[config.mk]
export PLATFORM = sky130hd
export DESIGN_NAME = or_quad_scheduler
export DESIGN_NICKNAME = d
export VERILOG_FILES = /design/src/rtl/or_quad_scheduler.sv
export SDC_FILE = /design/constraint.sdc
export NUM_CORES = 1
export LEC_CHECK = 0
export ABC_AREA = 1
export CAP_MARGIN = 5
export CORE_AREA = 2 2 122 88
export CTS_BUF_LIST = sky130_fd_sc_hd__clkbuf_8
export CTS_CLUSTER_SIZE = 14
export DETAILED_ROUTE_END_ITERATION = 16
export DIE_AREA = 0 0 124 90
export PLACE_DENSITY = 0.73
export SYNTH_ARGS = -nofsm -noshare
export SYNTH_HDL_FRONTEND = slang
export SYNTH_SLANG_ARGS = --single-unit
[constraint.sdc]
create_clock -name clk -period 27.2 [get_ports clk]
set_input_delay 5.44 -clock clk [delete_from_list [all_inputs] [get_ports clk]]
set_output_delay 5.44 -clock clk [all_outputs]
set_load 0.05 [all_outputs]
[src/rtl/or_quad_scheduler.sv]
// Round-robin packer that shares one quad 2-input OR package among NREQ requesters.
// Grant and package drive are combinational; results register one cycle after the grant.
// Requesters stall while req_ready is low; responses cannot be stalled.
module or_quad_scheduler #(
  parameter int NREQ  = 4,
  parameter int LANES = 4
) (
  input  logic                clk,
  input  logic                rst,
  input  logic [NREQ-1:0]     req_valid,
  output logic [NREQ-1:0]     req_ready,
  input  logic [2*NREQ-1:0]   req_w,
  input  logic [4*NREQ-1:0]   req_a,
  input  logic [4*NREQ-1:0]   req_b,
  output logic [LANES-1:0]    chip_a,
  output logic [LANES-1:0]    chip_b,
  input  logic [LANES-1:0]    chip_y,
  output logic [NREQ-1:0]     rsp_valid,
  output logic [4*NREQ-1:0]   rsp_y
);

  localparam int PW = (NREQ > 1) ? $clog2(NREQ) : 1;

  logic [PW-1:0]     ptr_q, ptr_d;
  logic [NREQ-1:0]   rsp_valid_q, rsp_valid_d;
  logic [4*NREQ-1:0] rsp_y_q, rsp_y_d;

  logic [NREQ-1:0]   grant;
  logic [PW-1:0]     last_idx;
  logic [1:0]        w_arr    [NREQ];
  logic [3:0]        a_arr    [NREQ];
  logic [3:0]        b_arr    [NREQ];
  logic [3:0]        off_arr  [NREQ];
  logic [3:0]        mask_arr [NREQ];

  // Unpack the flat request buses into per-requester fields.
  always_comb begin
    for (int i = 0; i < NREQ; i++) begin
      w_arr[i] = req_w[2*i +: 2];
      a_arr[i] = req_a[4*i +: 4];
      b_arr[i] = req_b[4*i +: 4];
    end
  end

  // Single scan from ptr: pack valid requests into lanes until one does not fit.
  always_comb begin : scan
    logic [PW:0]   sum;
    logic [PW-1:0] idx;
    logic [2:0]    wl;
    logic [3:0]    used;
    logic [3:0]    mask;
    logic          stop;
    grant    = '0;
    chip_a   = '0;
    chip_b   = '0;
    last_idx = ptr_q;
    used     = '0;
    stop     = 1'b0;
    sum      = '0;
    idx      = '0;
    wl       = '0;
    mask     = '0;
    for (int i = 0; i < NREQ; i++) begin
      off_arr[i]  = '0;
      mask_arr[i] = '0;
    end
    for (int s = 0; s < NREQ; s++) begin
      // Scan position s maps to requester (ptr + s) mod NREQ.
      sum = {1'b0, ptr_q} + (PW+1)'(s);
      if (sum >= (PW+1)'(NREQ)) sum = sum - (PW+1)'(NREQ);
      idx  = sum[PW-1:0];
      wl   = {1'b0, w_arr[idx]} + 3'd1;
      mask = ~(4'hF << wl);
      if (!stop && !rst && req_valid[idx]) begin
        if (used + {1'b0, wl} <= 4'(LANES)) begin
          grant[idx]    = 1'b1;
          off_arr[idx]  = used;
          mask_arr[idx] = mask;
          chip_a        = chip_a | ((a_arr[idx] & mask) << used);
          chip_b        = chip_b | ((b_arr[idx] & mask) << used);
          used          = used + {1'b0, wl};
          last_idx      = idx;
        end else begin
          // No skipping: the first request that does not fit ends the scan.
          stop = 1'b1;
        end
      end
    end
  end

  assign req_ready = grant;

  // Next state: capture each granted slice of chip_y and advance the pointer.
  always_comb begin
    ptr_d       = ptr_q;
    rsp_valid_d = grant;
    rsp_y_d     = rsp_y_q;
    for (int i = 0; i < NREQ; i++) begin
      if (grant[i]) rsp_y_d[4*i +: 4] = (chip_y >> off_arr[i]) & mask_arr[i];
    end
    if (|grant) ptr_d = (last_idx == PW'(NREQ-1)) ? '0 : last_idx + 1'b1;
  end

  // State registers with synchronous reset.
  always_ff @(posedge clk) begin
    if (rst) begin
      ptr_q       <= '0;
      rsp_valid_q <= '0;
      rsp_y_q     <= '0;
    end else begin
      ptr_q       <= ptr_d;
      rsp_valid_q <= rsp_valid_d;
      rsp_y_q     <= rsp_y_d;
    end
  end

  assign rsp_valid = rsp_valid_q;
  assign rsp_y     = rsp_y_q;

endmodule
==> qor.yml <==
run_status:
  status: "complete, no violations"
worst_setup_path:
  crit_slowest_cell: "clkdlybuf4s50_1"
  reg2regPathDepth: 41
  crit_family: "simple AND/OR/NAND/NOR gates"
  cp.required_ps: 21760
  cp.arrival_ps: 14240
  reg2reg_slack_ps: 17420
  r2r_end: "ptr_q[0]"
  startpoint_type: "primary input"
  critPathMostFrequentCell: "inv_1"
  max_stage_delay_ps: 850
  worstReg2RegStart: "ptr_q[0]"
  cp-end-kind: "output pin"
  crit_buf_inv: 11
  path_depth: 33
  startpoint: "rst"
  cp_max_fo: 20
  crit_type: "in2out"
logic_synthesis:
  synth_ff_type: "dfxtp_1"
  yosys_warnings: 0
  synth_cell_types: 50
  syn_area_sq_mm: 0.00471
  synth_compound_area_share_pct: 23.3
  syn_nets: 945
  syn_area_per_cell_sq_um: 5.44
  synth_mux_area_share_pct: 0.638
  async_flop_share_pct: 0
  synth_enable_flop_cells: 0
  synth_top_area_share_pct: 18.0
  synthXorXnorAreaFrac_pct: 0.372
  synthSimpleGateAreaFrac_pct: 45.5
  ys_seq_elements: 22
  yosysTopAreaCell: "nand2_1"
  syn_inst: 866
  ys_seq_area_share_pct: 9.36
  synth_top_family_by_area: "simple AND/OR/NAND/NOR gates"
  synth_fa_ha_area_share_pct: 8.03
  synthTopCellsByArea: "nand2_1 (18%), nand3_1 (12%), o21ai_0 (11%)"
drt:
  wl_per_cell_microns: 17.3
  vias_per_cell: 5.78
  num_vias: 6092
  ant_nets: 0
  drc: 0
  wl_mm: 18.2
  dr.pass1.iters: 7
  drt_iter0_drc: 1035
sta:
  rsz0062_at_grt: "false"
  finalSetupViolCount: 0
  slew_viol_final: 0
  period_share_pct: 72.3
  fin_setup_tns_ps: 0
  period_needed_ps: 19680
  max_slew_margin_pct: 42.3
  hold_violations: 0
  skew_ps: 2.41
  fmax_mhz: 50.8
  tightest_slew_ps: 859
placement:
  io_buffer_count: 81
  place_congestion: 1.06
  hpwl_mm: 14.2
clock_tree:
  cts_resized: 0
  cts_setup_buffers: 0
  cts_tree: "done"
  cts.sinks: 22
  root_buffer: "clkbuf_8"
  clk_pin_slew_ps: 80
  htreeDepth: 1
  clk_latency_ps: 280
  cts_buffers: 3
  clockBufferDepth: 2
  cts-hold-fix-buffers: 0
floorplan:
  ios: 82
  initial_core_util_pct: 46.7
  rows: 31
  dieArea_sq_mm: 0.0112
  core_area_sq_mm: 0.0101
  die_h_microns: 90
  die_w_microns: 124
cells_and_area:
  syn2layout_area_growth_pct: 19.1
  fillers: 1061
  layout-drive-gt1-share_pct: 6.94
  antenna_cells: 0
  nets: 1002
worst_hold_path:
  min_to: "rsp_y[11]"
  min_from: "rsp_y[11]"
  min_path_type: "reg2reg"
  whs_path_depth: 2
job:
  cap_violations: 0
grt:
  grt_pass1_wl_mm: 28.4
  gr-total-overflow: 0
  antenna_found_initial: 0
  grt_pass1_vias: 5177
  grt_max_degree: 59
  grt.total_usage_pct: 32.6
==> sequential cells by signal, summed over array words and instances (netlist names) <==
name	count
rsp_y	16
rsp_valid	4
ptr_q	2
==> cells in the mapped netlist, types with 2 or more instances <==
cell type / n
buf_2: 7
nor3_1: 8
inv_2: 13
nor2_1: 76
nand4_2: 4
o21ai_0: 103
o22ai_1: 3
dfxtp_1: 22
o311ai_0: 2
clkbuf_1: 21
a22oi_1: 3
buf_6: 4
fa_1: 2
inv_1: 98
a211oi_1: 5
nand3_2: 7
o21ai_1: 5
nand3b_1: 3
mux2i_1: 3
o2111ai_1: 4
o31ai_1: 3
o21a_1: 2
nand4_1: 7
o21ai_4: 2
xor2_1: 2
nand2_2: 6
a21oi_1: 38
a31oi_1: 3
nand2_1: 226
o21ai_2: 2
nor2_4: 6
clkinv_1: 2
ha_1: 27
nand3_1: 114
o211ai_1: 12
or2_2: 3
nor2_2: 5
==> cell type report <==
class / count / area, sq um / share of cell area, %
multi-input combinational: 696 / 3670 / 65.4
timing repair buffer: 86 / 848 / 15.1
sequential: 22 / 442 / 7.88
inverter: 114 / 430 / 7.68
tap: 132 / 165 / 2.95
clock buffer: 4 / 55.1 / 0.982
==> metal layers <==
layer  up-vias  GRT usage, %  part of all wire, %
li1       2993             -                    -
met1      2680          51.0                   45
met2       378          42.1                   38
met3        41          11.5                   15
met4         0          5.24                  2.0
met5         -             0                    0
==> worst min-delay path: stages, from the launching register on <==
cell     delay, ps
dfxtp_1        320
nand2_1         60
a21oi_1         50
==> logic make-up (layout without fill, tap and decap cells) <==
kind of cell / after synthesis / in the layout
XOR/XNOR: 2 / 2
flip-flops: 22 / 22
adder cells (fa/ha/maj): 29 / 29
AND/OR/NAND/NOR: 471 / 471
multiplexers: 3 / 3
buffers and inverters: 148 / 204
AO/OA/AOI/OAI: 191 / 191
==> placed cells by master, fill, tap and decap left out, drive strengths merged <==
cell type      synthesis  final
nor3                   9      9
clkbuf                21      4
o311ai                 2      2
o21ai                112    112
o211ai                12     12
or2                    5      5
a22oi                  3      3
fa                     2      2
a211oi                 5      5
o32ai                  1      1
a211o                  1      1
a21oi                 39     39
o21a                   2      2
nand4                 11     11
o31ai                  3      3
nand3                122    122
dfxtp                 22     22
a31oi                  4      4
nor4                   1      1
nand2                233    233
mux2i                  3      3
inv                  112    112
ha                    27     27
buf                   13      5
clkinv                 2      2
o2111ai                4      4
nor2                  87     87
xor2                   2      2
clkdlybuf4s50          0     81
nand3b                 3      3
o22ai                  3      3
==> stage by stage <==
step / hold slack (ps) / cell area [sq um] / util (%) / worst slack, ps / cells
after detailed placement: 458 / 5550 / 55.0 / 7710 / 1050
final: 468 / 5610 / 55.6 / 7520 / 1054
after floorplan: 685 / 4710 / - / 9930 / 866
after global routing: 493 / 5610 / 55.6 / 6930 / 1054
after CTS: 471 / 5610 / 55.6 / 7680 / 1054
after global placement: 457 / 5550 / 55.0 / 8020 / 1050
==> how the worst max path moves through the flow <==
stage                         to
floorplan              chip_a[0]
finish              req_ready[0]
CTS                 req_ready[0]
global route        req_ready[0]
detailed placement  req_ready[0]
global placement    req_ready[0]
Power is left out: the tool's default activity adds up to more than one toggle a clock period on the data nets, which glitch-free logic cannot reach.
